File: src/rtl/mem_arb_pkg.sv
// Shared types and constants for the two-port memory arbiter.
package mem_arb_pkg;

    typedef enum logic [1:0] {
        ST_IDLE = 2'd0,
        ST_INST = 2'd1,
        ST_DATA = 2'd2,
        ST_DONE = 2'd3
    } arb_state_t;

    localparam logic GNT_INST = 1'b0;
    localparam logic GNT_DATA = 1'b1;

    localparam int DEF_TIMEOUT = 255;

    // Count value seen in the last allowed no-ack cycle; the abort fires there.
    function automatic logic [7:0] wdog_tc(input int timeout);
        return 8'(timeout - 1);
    endfunction

endpackage

File: src/rtl/mem_arbiter_wdog.sv
// Clearable 8-bit saturating watchdog; expired flags the TIMEOUT-th no-ack cycle.
module arb_wdog
    import mem_arb_pkg::*;
#(
    parameter int TIMEOUT = DEF_TIMEOUT
) (
    input  logic clk,
    input  logic rst,
    input  logic clear,
    input  logic inc,
    output logic expired
);

    logic [7:0] count;

    always_ff @(posedge clk or posedge rst) begin
        if (rst) begin
            count <= 8'd0;
        end else if (clear) begin
            count <= 8'd0;
        end else if (inc && (count != 8'hFF)) begin
            count <= count + 8'd1;
        end
    end

    assign expired = inc && (count == wdog_tc(TIMEOUT));

endmodule

File: src/rtl/mem_arbiter.sv
// Shares one memory bus between instruction fetch and data access; data has priority.
// state   | meaning
// IDLE    | no transaction; arbitrate, data wins
// INST    | fetch owns the bus, waiting for mem_ack
// DATA    | load/store owns the bus, waiting for mem_ack
// DONE    | ready (and bus_err on abort) pulses for the granted port
module mem_arbiter
    import mem_arb_pkg::*;
#(
    parameter int ADDR_W  = 32,
    parameter int DATA_W  = 32,
    parameter int TIMEOUT = DEF_TIMEOUT
) (
    input  logic              clk,
    input  logic              rst,
    input  logic              inst_req,
    input  logic [ADDR_W-1:0] inst_addr,
    output logic [DATA_W-1:0] inst_rdata,
    output logic              inst_ready,
    input  logic              data_req,
    input  logic              data_wr,
    input  logic [ADDR_W-1:0] data_addr,
    input  logic [DATA_W-1:0] data_wdata,
    input  logic [3:0]        data_wstrb,
    output logic [DATA_W-1:0] data_rdata,
    output logic              data_ready,
    output logic              mem_req,
    output logic              mem_wr,
    output logic [ADDR_W-1:0] mem_addr,
    output logic [DATA_W-1:0] mem_wdata,
    output logic [3:0]        mem_wstrb,
    input  logic [DATA_W-1:0] mem_rdata,
    input  logic              mem_ack,
    output logic              stall_inst,
    output logic              stall_data,
    output logic              bus_err
);

    arb_state_t        state;
    logic              busy;
    logic              grant;
    logic              gnt;
    logic              wd_expired;
    logic [DATA_W-1:0] done_rdata;

    assign busy  = (state == ST_INST) || (state == ST_DATA);
    assign grant = (state == ST_IDLE) && (data_req || inst_req);
    assign gnt   = (state == ST_DATA) ? GNT_DATA : GNT_INST;

    // Stores and aborted transactions return zero.
    assign done_rdata = (mem_ack && !mem_wr) ? mem_rdata : '0;

    arb_wdog #(.TIMEOUT(TIMEOUT)) u_wdog (
        .clk     (clk),
        .rst     (rst),
        .clear   (grant),
        .inc     (busy && !mem_ack),
        .expired (wd_expired)
    );

    always_ff @(posedge clk or posedge rst) begin
        if (rst) begin
            state      <= ST_IDLE;
            mem_req    <= 1'b0;
            mem_wr     <= 1'b0;
            mem_addr   <= '0;
            mem_wdata  <= '0;
            mem_wstrb  <= 4'b0000;
            inst_rdata <= '0;
            data_rdata <= '0;
            inst_ready <= 1'b0;
            data_ready <= 1'b0;
            bus_err    <= 1'b0;
        end else begin
            inst_ready <= 1'b0;
            data_ready <= 1'b0;
            bus_err    <= 1'b0;
            case (state)
                ST_IDLE: begin
                    if (data_req) begin
                        state     <= ST_DATA;
                        mem_req   <= 1'b1;
                        mem_wr    <= data_wr;
                        mem_addr  <= data_addr;
                        mem_wdata <= data_wdata;
                        mem_wstrb <= data_wr ? data_wstrb : 4'b0000;
                    end else if (inst_req) begin
                        state     <= ST_INST;
                        mem_req   <= 1'b1;
                        mem_wr    <= 1'b0;
                        mem_addr  <= inst_addr;
                        mem_wdata <= '0;
                        mem_wstrb <= 4'b0000;
                    end
                end
                ST_INST, ST_DATA: begin
                    if (mem_ack || wd_expired) begin
                        state   <= ST_DONE;
                        mem_req <= 1'b0;
                        bus_err <= !mem_ack;
                        if (gnt == GNT_DATA) begin
                            data_rdata <= done_rdata;
                            data_ready <= 1'b1;
                        end else begin
                            inst_rdata <= done_rdata;
                            inst_ready <= 1'b1;
                        end
                    end
                end
                ST_DONE: begin
                    state <= ST_IDLE;
                end
                default: begin
                    state <= ST_IDLE;
                end
            endcase
        end
    end

    assign stall_inst = inst_req & ~inst_ready;
    assign stall_data = data_req & ~data_ready;

endmodule

File: config.mk
export PLATFORM = sky130hd
export DESIGN_NAME = mem_arbiter
export DESIGN_NICKNAME = d
export VERILOG_FILES = /design/src/rtl/mem_arb_pkg.sv /design/src/rtl/mem_arbiter_wdog.sv /design/src/rtl/mem_arbiter.sv
export SDC_FILE = /design/constraint.sdc
export NUM_CORES = 1
export LEC_CHECK = 0
export ABC_CLOCK_PERIOD_IN_PS = 7190
export BUFFER_PORTS_ARGS = -buffer_cell sky130_fd_sc_hd__buf_4
export CORE_AREA = 2 2 121 123
export CTS_BUF_LIST = sky130_fd_sc_hd__clkbuf_8
export CTS_CLUSTER_SIZE = 25
export DETAILED_ROUTE_END_ITERATION = 10
export DIE_AREA = 0 0 123 125
export PLACE_DENSITY = 0.88
export SLEW_MARGIN = 30
export SYNTH_ARGS = -nofsm -noshare
export SYNTH_HDL_FRONTEND = slang
export SYNTH_SLANG_ARGS = --single-unit
File: constraint.sdc
create_clock -name clk -period 7.19 [get_ports clk]
set_clock_uncertainty 0.2 [all_clocks]
set_input_delay 1.438 -clock clk [delete_from_list [all_inputs] [get_ports clk]]
set_output_delay 1.438 -clock clk [all_outputs]
set_load 0.01 [all_outputs]
==> results.sh <==
export IMPL_rows=44
export IMPL_holdPathEnd="mem_addr[19]$_DFFE_PP0P_"
export IMPL_place_area_um2=9040
export IMPL_antennaDiodeCount=0
export IMPL_drc=0
export IMPL_crit_top_cell="buf_4"
export IMPL_reg2reg_slack_ns=4.73
export IMPL_fin_area_um2=9450
export IMPL_slew_viol_final=0
export IMPL_fmax_mhz=256
export IMPL_grt_pass1_wl_um=26300
export IMPL_r2r_end="data_rdata[2]$_DFFE_PP0P_"
export IMPL_power_density_nw_per_um2=440
export IMPL_cp_arrival_ns=2.26
export IMPL_leakagePower_nw=4.67
export IMPL_ir_drop_mv=0.227
export IMPL_setup_viol=0
export IMPL_die_area_um2=15400
export IMPL_ys_seq_elements=147
export IMPL_avgRoutedWirePerCell_um=16.5
export IMPL_mostFrequentLayoutCells="281 x buf_4, 147 x dfrtp_1, 66 x mux2i_1, 39 x nand2_1"
export IMPL_synth_seq_area_share_pct=53.3
export IMPL_clockBufferDepth=2
export IMPL_io_buffers=276
export IMPL_critical_path_class="in -> out"
export IMPL_cts_inserted_buffers=17
export IMPL_nets=957
export IMPL_root_buffer="clkbuf_8"
export IMPL_ys_async_sr_fraction_pct=100
export IMPL_drt_pass1_iterations=4
export IMPL_start_util_pct=48.6
export IMPL_antenna_found_initial=0
export IMPL_rr_worst_depth=4
export IMPL_cts_tree="built"
export IMPL_cp_max_fo=39
export IMPL_drtIter0Drc=285
export IMPL_viasPerCell=5.23
export IMPL_post_route_period_util_pct=54.2
export IMPL_vias=5295
export IMPL_grt_pass1_vias=5178
export IMPL_syn_num_nets=698
export IMPL_worstReg2RegStart="u_wdog.count[2]$_DFFE_PP0P_"
export IMPL_ios=277
export IMPL_hold_buffers=0
export IMPL_cts_clk_slew_worst_paths_ns=0.08
export IMPL_avgSynthCellArea_um2=12.4
export IMPL_core_area_um2=14200
export IMPL_postCtsSetupRepairBufs=0
export IMPL_yosys_most_used_dff="dfrtp_1"
export IMPL_slew_headroom_pct=46.3
export IMPL_finalPower_mw=4.15
export IMPL_holdPathStages=2
export IMPL_layout_commonest_cell="buf_4"
export IMPL_synth_edf_count=0
export IMPL_worstHoldStart="mem_addr[19]$_DFFE_PP0P_"
export IMPL_synthToLayoutAreaGrowth_pct=37.0
export IMPL_synth_cell_area_um2=6900
export IMPL_holdWs_ns=0.285
export IMPL_rsz0062_at_grt="no"
export IMPL_dp_hpwl_um=11800
export IMPL_die_w_um=123
export IMPL_hp_class="reg -> reg"
export IMPL_maxCapViolCount=0
export IMPL_hold_violations=0
export IMPL_gp_congestion=0.785
export IMPL_status="finished clean"
export IMPL_synthCells=556
export IMPL_critPathMaxStageDelay_ns=0.47
export IMPL_track_usage_pct=21.9
export IMPL_worstMarginPinSlew_ns=0.805
export IMPL_h_tree_depth=4
export IMPL_die_h_um=125
export IMPL_ant_nets=0
export IMPL_grt_max_degree=93
export IMPL_cp_slowest_cell="buf_4"
export IMPL_clk_latency_ns=0.44
export IMPL_cp_start_kind="input port"
export IMPL_grt_ovfl_total=0
export IMPL_yosysWarnings=0
export IMPL_ctsResizeCount=0
export IMPL_drive_gt1_share_pct=46.6
export IMPL_wirelength_um=16700
export IMPL_final_setup_tns_ns=0
export IMPL_synth_cell_types=43
export IMPL_cp_data_required_time_ns=5.55
export IMPL_crit_chain="buf_4 -> nor2b_1 -> buf_4"
export IMPL_period_needed_ns=3.90
export IMPL_cts_sinks=147
export IMPL_endpoint_kind="output port"
-- worst max path at each step --
stage / startpoint / endpoint / slack (ns) / cells past startpoint
floorplan: rst / bus_err$_DFF_PP0_ / 1.60 / 1
global placement: data_req / stall_data / 3.30 / 3
detailed placement: data_req / stall_data / 3.29 / 3
CTS: data_req / stall_data / 3.29 / 3
global route: data_req / stall_data / 3.22 / 3
finish: data_req / stall_data / 3.29 / 3
-- sequential cells by signal (all words and copies together) (netlist names) --
name,cells
bus_err,1
data_rdata,32
data_ready,1
inst_rdata,32
inst_ready,1
mem_addr,32
mem_req,1
mem_wdata,32
mem_wr,1
mem_wstrb,4
state,2
u_wdog.count,8
-- kinds of logic (layout without fill, tap and decap cells) --
family          Yosys count  count (layout)  share of synthesized area (%)
simple gates             99              99                           8.73
compound gates          157             157                           18.1
buf+inv                  50             322                           4.17
fa+ha+maj                 4               4                          0.726
flops                   147             147                           53.3
mux                      99              99                           15.0
-- cell type report --
class	count	area [um^2]
Fill cell	1171	4750
Tap cell	184	230
Clock buffer	18	248
Multi-Input combinational cell	359	2950
Inverter	6	27.5
Sequential cell	147	3680
Clock inverter	14	139
Timing Repair Buffer	284	2180
-- synth_stat cells, drive strengths merged (5+ instances only) --
cell    number  area (um^2)
clkbuf      14         52.6
inv          6         22.5
dfrtp      147         3680
mux2        33          372
a31oi        6         52.6
mux2i       66          661
o21ai       34          174
nand2       39          146
a21o        32          240
a21bo       32          320
nor2b        5         31.3
a22o        33          289
and3b       33          289
buf         30          213
-- where the power goes --
group / total [mW] / switching (mW) / internal (mW) / leakage [nW]
sequential: 1.46 / 0.253 / 1.20 / 1.71
combinational: 2.07 / 0.895 / 1.17 / 2.77
clock: 0.630 / 0.316 / 0.314 / 0.188
-- worst max-delay path: cells and delay by family --
| family | cells | cell delay [ns] |
|---|---|---|
| buffers and inverters | 2 | 0.59 |
| AND/OR/NAND/NOR | 1 | 0.20 |
-- metrics by stage --
| step | std cells | utilization [%] | setup slack (ns) |
|---|---|---|---|
| final | 1012 | 66.5 | 3.29 |
| after CTS | 1011 | 66.3 | 3.29 |
| after floorplan | 556 | - | 1.60 |
| after global placement | 977 | 63.3 | 3.30 |
| after global routing | 1012 | 66.5 | 3.22 |
| after detailed placement | 979 | 63.6 | 3.29 |
-- layer usage --
| layer | vias up | wire (um) | GRT usage (%) | part of all wire (%) |
|---|---|---|---|---|
| met5 | - | 0 | 0 | 0 |
| met4 | 0 | 319 | 7.15 | 1.9 |
| met3 | 21 | 1350 | 7.98 | 8.1 |
| met2 | 190 | 8140 | 36.2 | 49 |
| met1 | 2531 | 6880 | 26.4 | 41 |
| li1 | 2553 | - | - | - |
(Power assumes the default switching activity.)
